<file path="config.mk">
export PLATFORM = sky130hd
export DESIGN_NAME = arbiter_rr_hold
export DESIGN_NICKNAME = d
export VERILOG_FILES = /design/src/rtl/arb_pkg.sv /design/src/rtl/arb_lsb_pick.sv /design/src/rtl/arbiter_rr_hold.sv
export SDC_FILE = /design/constraint.sdc
export NUM_CORES = 1
export LEC_CHECK = 0
export ABC_AREA = 1
export CAP_MARGIN = 20
export CORE_MARGIN = 5
export CORE_UTILIZATION = 46
export CTS_CLUSTER_SIZE = 14
export DETAILED_ROUTE_END_ITERATION = 8
export HOLD_SLACK_MARGIN = 0.1
export PLACE_DENSITY = 0.71
export SETUP_SLACK_MARGIN = 0.2
export SYNTH_ARGS = -nofsm -noshare
export SYNTH_HDL_FRONTEND = slang
export SYNTH_SLANG_ARGS = --single-unit
</file>
<file path="constraint.sdc">
create_clock -name clk -period 3.74 [get_ports clk]
set_input_delay 0.561 -clock clk [delete_from_list [all_inputs] [get_ports clk]]
set_output_delay 0.561 -clock clk [all_outputs]
set_load 0.005 [all_outputs]
</file>
<file path="src/rtl/arb_pkg.sv">
// Shared types and helpers for the round-robin hold arbiter.
// Latency: n/a (types and constant functions only).
// Backpressure: n/a.
package arb_pkg;

    // Widest one-hot vector onehot_to_bin can encode.
    localparam int ARB_MAX_W = 64;

    typedef enum logic {
        ARB_IDLE  = 1'b0,
        ARB_GRANT = 1'b1
    } arb_state_t;

    // Index width that never collapses to zero bits for a single requester.
    function automatic int clog2_min1(input int n);
        return (n > 1) ? $clog2(n) : 1;
    endfunction

    // Binary index of the set bit of a one-hot vector; 0 for an all-zero vector.
    function automatic int onehot_to_bin(input logic [ARB_MAX_W-1:0] oh);
        int idx;
        idx = 0;
        for (int i = 0; i < ARB_MAX_W; i++) begin
            if (oh[i]) idx = i;
        end
        return idx;
    endfunction

endpackage

</file>
<file path="src/rtl/arb_lsb_pick.sv">
// Combinational lowest-set-bit picker: one-hot of the lowest set bit of req, zero if none.
// Latency: 0 cycles (pure combinational).
// Backpressure: none.
module arb_lsb_pick #(
    parameter int REQ_WIDTH = 8
) (
    input  logic [REQ_WIDTH-1:0] req,
    output logic [REQ_WIDTH-1:0] pick
);

    // Walk upward; the first set bit wins and blocks every bit above it.
    always_comb begin
        logic found;
        found = 1'b0;
        pick  = '0;
        for (int i = 0; i < REQ_WIDTH; i++) begin
            if (req[i] && !found) begin
                pick[i] = 1'b1;
                found   = 1'b1;
            end
        end
    end

endmodule

</file>
<file path="src/rtl/arbiter_rr_hold.sv">
// Registered round-robin arbiter: the owner holds the grant while requesting, then rotation moves on.
// Latency: 1 cycle req->gnt from idle; owner release hands over at the same edge (no bubble).
// Backpressure: none; ARB_RR_BURST_LIMIT_EN caps a contested hold at MAX_BURST cycles.
module arbiter_rr_hold
    import arb_pkg::*;
#(
    parameter int  REQ_WIDTH = 8,
    parameter int  MAX_BURST = 4,
    localparam int ID_W      = clog2_min1(REQ_WIDTH)
) (
    input  logic                 clk,
    input  logic                 rst,
    input  logic [REQ_WIDTH-1:0] req,
    output logic [REQ_WIDTH-1:0] gnt,
    output logic [ID_W-1:0]      gnt_id,
    output logic                 busy
);

    if (REQ_WIDTH < 1 || MAX_BURST < 1) begin : g_bad_params
        $error("arbiter_rr_hold: REQ_WIDTH and MAX_BURST must be >= 1");
    end

    arb_state_t           state;
    logic [REQ_WIDTH-1:0] mask;
    logic [REQ_WIDTH-1:0] req_elig;
    logic [REQ_WIDTH-1:0] req_masked;
    logic [REQ_WIDTH-1:0] pick_masked;
    logic [REQ_WIDTH-1:0] pick_any;
    logic [REQ_WIDTH-1:0] pick;
    logic [REQ_WIDTH-1:0] pick_mask;
    logic [ID_W-1:0]      pick_id;
    logic                 keep;
    logic                 expire;

    // The current owner is never a candidate for the next grant; in idle gnt is zero.
    assign req_elig   = req & ~gnt;
    assign req_masked = req_elig & mask;
    assign keep       = |(req & gnt);

    arb_lsb_pick #(.REQ_WIDTH(REQ_WIDTH)) u_pick_masked (
        .req  (req_masked),
        .pick (pick_masked)
    );

    arb_lsb_pick #(.REQ_WIDTH(REQ_WIDTH)) u_pick_any (
        .req  (req_elig),
        .pick (pick_any)
    );

    // Prefer requesters above the last grant; otherwise wrap to the lowest one.
    assign pick    = (|req_masked) ? pick_masked : pick_any;
    assign pick_id = ID_W'(onehot_to_bin(ARB_MAX_W'(pick)));

    // Mask for the next round: bits strictly above the new owner, all ones after the top bit.
    always_comb begin
        logic seen;
        seen      = 1'b0;
        pick_mask = '0;
        for (int i = 0; i < REQ_WIDTH; i++) begin
            pick_mask[i] = seen;
            seen         = seen | pick[i];
        end
        if (pick_mask == '0) pick_mask = '1;
    end

`ifdef ARB_RR_BURST_LIMIT_EN
    localparam int CNT_W = clog2_min1(MAX_BURST);
    logic [CNT_W-1:0] burst_cnt;
    logic             burst_last;

    // Owner has used its last allowed cycle and someone else is waiting.
    assign burst_last = (burst_cnt == CNT_W'(MAX_BURST - 1));
    assign expire     = burst_last && (|req_elig);
`else
    assign expire = 1'b0;
`endif

    // Arbitration FSM: state, grant outputs and rotation mask update together.
    always_ff @(posedge clk or posedge rst) begin
        if (rst) begin
            state  <= ARB_IDLE;
            gnt    <= '0;
            gnt_id <= '0;
            busy   <= 1'b0;
            mask   <= '1;
`ifdef ARB_RR_BURST_LIMIT_EN
            burst_cnt <= '0;
`endif
        end else begin
            case (state)
                ARB_IDLE: begin
                    if (|req) begin
                        state  <= ARB_GRANT;
                        gnt    <= pick;
                        gnt_id <= pick_id;
                        busy   <= 1'b1;
                        mask   <= pick_mask;
`ifdef ARB_RR_BURST_LIMIT_EN
                        burst_cnt <= '0;
`endif
                    end
                end
                ARB_GRANT: begin
                    if (keep && !expire) begin
`ifdef ARB_RR_BURST_LIMIT_EN
                        burst_cnt <= burst_last ? '0 : burst_cnt + 1'b1;
`endif
                    end else if (|req_elig) begin
                        gnt    <= pick;
                        gnt_id <= pick_id;
                        mask   <= pick_mask;
`ifdef ARB_RR_BURST_LIMIT_EN
                        burst_cnt <= '0;
`endif
                    end else begin
                        state  <= ARB_IDLE;
                        gnt    <= '0;
                        gnt_id <= '0;
                        busy   <= 1'b0;
`ifdef ARB_RR_BURST_LIMIT_EN
                        burst_cnt <= '0;
`endif
                    end
                end
                default: begin
                    state  <= ARB_IDLE;
                    gnt    <= '0;
                    gnt_id <= '0;
                    busy   <= 1'b0;
                end
            endcase
        end
    end

endmodule

</file>
Word-level counts from Yosys, hierarchy flattened
Index checks and enable logic that the tools add are counted.
- flip-flop bits (word level): 21
- input port bits: 10
- equal/unequal tests: 4
- muxes and demuxes: 57
- reductions and logical operators: 36
- bitwise gates (word level): 11
- operators by type and width (kind ; number):
    8-bit 2-to-1 mux ; 8
    1-bit 2-to-1 mux ; 35
    8-bit one-hot mux with 2 select lines ; 2
    8-bit OR reduction ; 4
    8-bit AND ; 3
    3-bit 2-to-1 mux ; 7
    1-bit logical AND ; 14
    1-bit logical NOT ; 14
    8-bit NOT ; 1
    7-bit logical NOT ; 1
    2-bit != test, second input constant ; 3
    1-bit OR ; 6
    3-bit one-hot mux with 2 select lines ; 1
    3-bit AND reduction ; 2
    2-bit 2-to-1 mux ; 2
    1-bit one-hot mux with 2 select lines ; 2
    2-bit by 1-bit != test with 1-bit output, second input constant ; 1
    2-bit AND reduction ; 1
    1-bit NOT ; 1

Longest topological paths before layout
Gate-level depths: netlist of run 1.
- word-level depth: 37
- depth in mapped cells: 11
- depth with buffers taken out: 11

By module
Synthesis of run 1 repeated with hierarchy kept, for this count alone.
- cells, all modules: 230
- area total of the unflattened synthesis: 1601.5 µm²
- modules (own cells, without submodules) (module ; cells each ; seq. area each (µm²) ; area an instance (µm²) ; times used):
    arbiter_rr_hold ; 194 ; 535.5 ; 1421.4 ; 1
    arb_lsb_pick ; 18 ; 0.0 ; 90.1 ; 2

Worst setup path after synthesis of run 1
Ideal clock, no wire load.
- path kind: input-to-reg
- from: in req[2]
- to: reg mask[7]
- required time: 3.658 ns
- slack: 2.197 ns
- path buffers: 0
- arrival: 1.461 ns
- cell stages on the path: 9
- cell sequence: nand2_1 nand2_1 nor2_4 nand2_2 nor2_4 nand4_2 nand2_4 inv_4 or2_1
- cells in the longest elaborated chain, start to end: 23
- elaborated cells between the ends (all ways): 60
- those cells by class: 3 x eq/ne; 24 x mux; 9 x bitwise; 24 x reduce/logical
- ends and longest elaborated chain (item ; line ; source):
    start, declared ; arbiter_rr_hold.sv:13 ; input logic [REQ_WIDTH-1:0] req,
    8-bit AND ; arbiter_rr_hold.sv:36 ; assign req_elig = req & ~gnt;
    8-bit AND ; arbiter_rr_hold.sv:37 ; assign req_masked = req_elig & mask;
    1-bit logical AND ; arb_lsb_pick.sv:17 ; if (req[i] && !found) begin
    1-bit 2-to-1 mux ; arb_lsb_pick.sv:17 ;
    1-bit logical NOT ; arb_lsb_pick.sv:17 ;
    1-bit logical AND ; arb_lsb_pick.sv:17 ;
    1-bit 2-to-1 mux ; arb_lsb_pick.sv:17 ;
    1-bit logical NOT ; arb_lsb_pick.sv:17 ;
    (+7 left out) ; - ;
    1-bit 2-to-1 mux ; arb_lsb_pick.sv:17 ;
    8-bit 2-to-1 mux ; arbiter_rr_hold.sv:51 ; assign pick = (|req_masked) ? pick_masked : pick_any;
    1-bit OR ; arbiter_rr_hold.sv:61 ; seen = seen | pick[i];
    7-bit logical NOT ; arbiter_rr_hold.sv:63 ; if (pick_mask == '0) pick_mask = '1;
    8-bit 2-to-1 mux ; arbiter_rr_hold.sv:63 ;
    8-bit 2-to-1 mux ; arbiter_rr_hold.sv:108 ; end else if (|req_elig) begin
    8-bit 2-to-1 mux ; arbiter_rr_hold.sv:104 ; if (keep && !expire) begin
    8-bit one-hot mux with 2 select lines ; arbiter_rr_hold.sv:90 ; case (state)
    end signal, assigned ; arbiter_rr_hold.sv:97 ; mask <= pick_mask;
    end signal, assigned ; arbiter_rr_hold.sv:111 ; mask <= pick_mask;
    end, declared ; arbiter_rr_hold.sv:24 ; logic [REQ_WIDTH-1:0] mask;
Parallel ways exist; a longest one is shown, timed or not. The select of a mux whose other input is x is not followed.
A chain may end at the register's enable or synchronous reset.

Worst setup path in the final report of run 1
- from: in req[0]
- to: reg mask[5]
- cells in the longest elaborated chain, start to end: 28
- elaborated cells between the ends (all ways): 72
- those cells by class: 3 x eq/ne; 30 x mux; 9 x bitwise; 30 x reduce/logical
- ends and longest elaborated chain (item ; line):
    8-bit AND ; arbiter_rr_hold.sv:36
    8-bit AND ; arbiter_rr_hold.sv:37
    1-bit 2-to-1 mux ; arb_lsb_pick.sv:17
    1-bit logical NOT ; arb_lsb_pick.sv:17
    1-bit logical AND ; arb_lsb_pick.sv:17
    1-bit 2-to-1 mux ; arb_lsb_pick.sv:17
    1-bit logical NOT ; arb_lsb_pick.sv:17
    1-bit logical AND ; arb_lsb_pick.sv:17
    (+12 left out) ; -
    1-bit 2-to-1 mux ; arb_lsb_pick.sv:17
    8-bit 2-to-1 mux ; arbiter_rr_hold.sv:51
    1-bit OR ; arbiter_rr_hold.sv:61
    7-bit logical NOT ; arbiter_rr_hold.sv:63
    8-bit 2-to-1 mux ; arbiter_rr_hold.sv:63
    8-bit 2-to-1 mux ; arbiter_rr_hold.sv:108
    8-bit 2-to-1 mux ; arbiter_rr_hold.sv:104
    8-bit one-hot mux with 2 select lines ; arbiter_rr_hold.sv:90
Parallel ways exist; a longest one is shown, timed or not. The select of a mux whose other input is x is not followed.

==> flow_summary.toml, run 1 <==
[synth]
synth.largest_area_cell = "dfrtp_1"
yosys_most_used_dff = "dfrtp_1"
synth_cell_types = 25
synth-edff-count = 0
async_flop_share = 1.00
yosys-top-cells-count = "nand2_1 (57), inv_1 (25), nor2_1 (19)"
avgSynthCellArea_um2 = 7.10
synthCells = 186
synth_nets = 196
synth-seq-cells = 21
synth_top_area_share = 0.246
yosysMostFrequentCell = "nand2_1"
ys_seq_area_frac = 0.405
synth_area_um2 = 1320
yosys_warnings = 0
yosys-top-cells-area = "dfrtp_1 (25%), nand2_1 (16%), dfstp_2 (16%)"

[power]
p_comb_frac = 0.560
power_density_nw_per_um2 = 739
seqPwrFrac = 0.338
p_sw_frac = 0.466
pwr-share-clk = 0.102
intPower_mw = 0.629
p_sw_mw = 0.550
vdd_drop_max_mv = 0.490
p_leak_nw = 0.764

[timing]
fin_worst_skew_ns = 0.0113
tns_ns = 0
worstMarginPinSlew_ns = 0.773
setup_ws_ns = 1.67
rsz0062_at_grt = "no"
finalSetupViolations = 0
hold_viol = 0
fin_crit_ns = 2.07
fin_crit_sh = 0.554
drv_slew = 0
relSlewSlack = 0.484
max_freq_mhz = 482

[worst_setup_path]
rr_endpoint = "mask[2]"
worstSetupStartpointType = "primary input"
r2r-start = "mask[5]"
worstSetupPathType = "primary input to register"
cp_top_family = "simple AND/OR/NAND/NOR gates"
cp.arrival_ns = 2.34
cp_slowest_cell = "clkdlybuf4s50_1"
reg2reg_depth = 10
end_kind = "register"
worstPathCellList = "clkdlybuf4s50_1 -> nor2_1 -> nand2_1 -> nor2_1 -> or2_1 -> nand2_2 -> nand2_4 -> inv_4 -> nand3_1 -> nand3_1"
crit_path_max_incr_delay_ns = 0.56
rrSetupSlack_ns = 2.00
required_ns = 4.00
critPathBufInv = 2
cp_max_fo = 18

[global_routing]
grt_pass1_wl_um = 5390
track_usage = 0.167
grt_start_max_net_pins = 22
antenna_found_initial = 0
overflow = 0
grt_pass1_vias = 1225

[clock_network]
post_cts_resized = 0
hold_buffers = 0
cts_tree = "built"
clockBufferDepth = 2
clk_pin_slew_ns = 0.12
clkSinkCount = 21
cts_buffers = 3
clk_latency_ns = 0.32
post_cts_buffers = 0
ctsHtreeMaxLevel = 1
cts-root-buf = "clkbuf_4"

[hold_path]
hp-class = "register to register"
holdPathStages = 2
worstHoldEndpoint = "mask[4]"
hp-start = "mask[4]"

[die]
die_w_um = 63.6
coreArea_um2 = 2760
row_count = 19
initial_utilization = 0.479
die_h_um = 63.6
die_area_um2 = 4040
ios = 22

[drt]
via_per_inst = 5.37
drt-initial-drc-count = 67
wl_um = 3290
drcViolationCount = 0
dr.pass1.iters = 5
vias = 1293
postRouteAntennaNets = 0
routedWlPerCell_um = 13.6

[placed_design]
gp_congestion = 0.833
dp_slack_ns = 1.37
io_buffers = 21
hpwl_um = 2570

[layout]
drive_above_1_share = 0.152
fin_nets = 221
antenna_cells = 0
syn2layout_area_growth_pct = 20.7
utilization = 0.578

[outcome]
status = "finished, final reports clean"

[run]
cap_violations = 0
==> flip-flops by register name, indices dropped and copies added, names as in the netlist <==
register  cells
busy          1
gnt           8
gnt_id        3
mask          8
state         1
==> metrics by stage <==
stage | power [mW] | instances | hold WS, ns | area [um2]
after global placement | 1.04 | 237 | 0.466 | 1570
after CTS | 1.18 | 241 | 0.497 | 1600
after floorplan | 0.843 | 186 | 0.448 | 1320
after detailed placement | 1.06 | 237 | 0.469 | 1570
final | 1.18 | 241 | 0.490 | 1600
after global routing | 1.29 | 241 | 0.511 | 1600
==> power groups by stage <==
stage               registers, mW  clock network, mW  logic, mW
floorplan                   0.389                  0      0.454
global placement            0.402                  0      0.641
detailed placement          0.401                  0      0.657
CTS                         0.398              0.125      0.660
global route                0.408              0.138      0.742
finish                      0.399              0.120      0.660
==> final cells by class <==
| class | instances | area (um2) |
|---|---|---|
| multi-input combinational | 137 | 677 |
| inverter | 27 | 104 |
| clock inverter | 1 | 7.51 |
| clock buffer | 3 | 22.5 |
| fill | 277 | 1160 |
| sequential | 21 | 536 |
| tap | 31 | 38.8 |
| timing repair buffer | 21 | 210 |
==> cells by family (layout without fill, tap and decap cells) <==
logic type / count (synthesis) / count (layout) / synth area share
AOI/OAI and AO/OA: 20 / 20 / 0.0833
buffers and inverters: 28 / 52 / 0.0824
DFF: 21 / 21 / 0.405
and+or+nand+nor: 117 / 117 / 0.429
==> per-layer routing <==
metal | global-route usage | share of wire
met2 | 0.269 | 0.48
met4 | 0.0494 | 0.011
met3 | 0.0533 | 0.058
met1 | 0.213 | 0.45
met5 | 0 | 0
==> how the worst max path moves through the flow <==
stage | end | slack (ns) | from | cells after the start
after floorplan | mask[7] | 2.20 | req[2] | 9
after global placement | mask[5] | 1.43 | req[0] | 10
after detailed placement | mask[5] | 1.37 | req[0] | 10
after CTS | mask[5] | 1.70 | req[0] | 10
after global routing | mask[5] | 1.58 | req[1] | 10
final | mask[5] | 1.67 | req[0] | 10
==> layout by cell type, fill, tap and decap left out, types with 3 or more instances in the layout <==
| cell type | netlist | layout |
|---|---|---|
| inv_1 | 25 | 25 |
| o21ai_0 | 13 | 13 |
| nand3_1 | 18 | 18 |
| nand2_2 | 6 | 6 |
| nor2_4 | 4 | 4 |
| nor2_1 | 19 | 19 |
| clkbuf_4 | 0 | 3 |
| nand2_1 | 57 | 57 |
| clkdlybuf4s50_1 | 0 | 21 |
| dfstp_2 | 8 | 8 |
| dfrtp_1 | 13 | 13 |
==> worst reg2reg max path, delay by kind of cell, from the launching register on <==
kind             cells  cell delay (ns)
AO/OA/AOI/OAI        1             0.09
AND/OR/NAND/NOR      9             1.02
flip-flops           1             0.56
Power figures use the tool's default switching activity.
==> run 2, diff against run 1 <==
--- a/config.mk
+++ b/config.mk
@@ -12,7 +12,7 @@
 export CTS_CLUSTER_SIZE = 14
 export DETAILED_ROUTE_END_ITERATION = 8
 export HOLD_SLACK_MARGIN = 0.1
-export PLACE_DENSITY = 0.71
+export PLACE_DENSITY = 0.73
 export SETUP_SLACK_MARGIN = 0.2
 export SYNTH_ARGS = -nofsm -noshare
 export SYNTH_HDL_FRONTEND = slang
==> constraint.sdc (replaced) <==
create_clock -name clk -period 1.9 [get_ports clk]
set_input_delay 0.285 -clock clk [delete_from_list [all_inputs] [get_ports clk]]
set_output_delay 0.285 -clock clk [all_outputs]
set_load 0.005 [all_outputs]
==> run 2 against run 1 <==
Net effect:
- power rose by 130%
- via count rose by 6.6%
- setup slack got worse by 1.4 ns
- hold slack got worse by 0.20 ns
- routed wire length rose by 10%
- sequential power rose by 100%
- clock power rose by 82%
- critical path depth fell by 1
- flip-flop and latch count did not move
- first-iteration DRC count fell by 4.5%
==> flow_summary.toml, run 2 (same netlist as run 1, synthesis figures left out) <==
[worst_setup_path]
reg2reg_depth = 11
cp_common_cell = "nor2_1"
required_ns = 2.10
cp.arrival_ns = 1.86
cp_max_fo = 3
worstPathCellList = "clkdlybuf4s50_1 -> inv_1 -> nor2_1 -> buf_4 -> nor2_4 -> a31oi_1 -> nor2_1 -> o21ai_0 -> nand2_1"
worstSetupStartpointType = "primary input"
crit_path_max_incr_delay_ns = 0.53
end_kind = "register"
cp_slowest_cell = "clkdlybuf4s50_1"
worstSetupPathType = "primary input to register"

[clock_network]
clk_latency_ns = 0.30
clockBufferDepth = 2
clk_pin_slew_ns = 0.12
cts_buffers = 3
clkSinkCount = 21
cts_tree = "built"
ctsHtreeMaxLevel = 1
cts-root-buf = "clkbuf_4"

[global_routing]
grt_pass1_wl_um = 5690
grt_start_max_net_pins = 22
track_usage = 0.173
antenna_found_initial = 0
overflow = 0
grt_pass1_vias = 1302

[placed_design]
dp_slack_ns = -0.0740
hpwl_um = 2580
io_buffers = 21
gp_congestion = 0.936

[timing]
fin_worst_skew_ns = 0.00622
fin_crit_ns = 1.65
max_freq_mhz = 606
rsz0062_at_grt = "yes"
finalSetupViolations = 0
setup_ws_ns = 0.249
fin_crit_sh = 0.869
relSlewSlack = 0.807
drv_slew = 0
hold_viol = 0
worstMarginPinSlew_ns = 0.287

[power]
p_leak_nw = 0.908
totalPowerFinal_mw = 2.75
vdd_drop_max_mv = 0.914
power_density_nw_per_um2 = 1470

[layout]
final_common_cell = "nand2_1"
fin_nets = 239
syn2layout_area_growth_pct = 42.0
antenna_cells = 0
largestRegisters = "gnt: 8 flops, mask: 8 flops, gnt_id: 3 flops"
mostFrequentLayoutCells = "nand2_1 (51), inv_1 (22), clkdlybuf4s50_1 (18)"
utilization = 0.680
drive_above_1_share = 0.316

[drt]
postRouteAntennaNets = 0
routedWlPerCell_um = 14.0
drt-initial-drc-count = 64
vias = 1378
via_per_inst = 5.32
wl_um = 3620
drcViolationCount = 0
dr.pass1.iters = 4

[die]
die_h_um = 63.6
die_w_um = 63.6
initial_utilization = 0.479
ios = 22
row_count = 19
coreArea_um2 = 2760
die_area_um2 = 4040

[hold_path]
hp-class = "primary input to async pin"

[run]
cap_violations = 0

[outcome]
status = "finished, final reports clean"
## run 2: cell types whose count changed in the layout (fill, tap and decap cells not counted), moves of 4 or more
cell	before	now
buf_4	0	17
nor2_1	19	14
nand3_1	18	12
nand2_4	2	6
nand3_2	2	6
nand2_1	57	51
## run 2: per-layer routing
layer,part of all wire,GRT usage
met5,0,0
met2,0.49,0.284
met3,0.043,0.0355
met1,0.44,0.223
met4,0.022,0.0597
## run 2: final timing paths
kind                         start        end  slack, ns
min in group clk            req[3]      state       0.47
max in group asynchronous      rst    mask[3]       1.34
setup reg to reg           mask[4]    mask[2]       0.29
hold / removal                 rst  gnt_id[1]       0.29
setup / recovery            req[5]  gnt_id[1]       0.25
hold reg to reg            mask[4]    mask[4]       0.49
## run 2: area by class of cell
class | instances | area (um2)
Clock buffer | 3 | 22.5
Fill cell | 214 | 882
Tap cell | 31 | 38.8
Sequential cell | 21 | 536
Timing Repair Buffer | 38 | 345
Clock inverter | 1 | 5.00
Inverter | 27 | 104
Multi-Input combinational cell | 138 | 825
## run 2: report_power, final
part	switching [mW]	internal [mW]	leakage, nW
sequential	0.127	0.670	0.248
combinational	0.992	0.743	0.643
clock	0.139	0.0785	0.0177
total	1.26	1.49	0.908
## run 2: worst max-delay path, delay by kind of cell
family,cells,cell delay [ns]
buffers and inverters,3,0.78
and+or+nand+nor,4,0.43
AOI/OAI and AO/OA,2,0.37
## run 2: timing repair
action / CTS / global route
buffers inserted: 0 / 6
hold buffers: 0 / 0
setup endpoints to repair: 1 / 8
cloned: 0 / 1
resized for setup: 1 / 36
pin swaps: 0 / 19
## run 2: through the flow
step,cells,cell area [um2],setup TNS [ns],hold WS [ns]
floorplan,186,1320,0,0.256
global placement,248,1650,-0.0826,0.464
detailed placement,248,1650,-0.450,0.467
CTS,252,1680,0,0.284
global route,259,1880,0,0.315
finish,259,1880,0,0.289
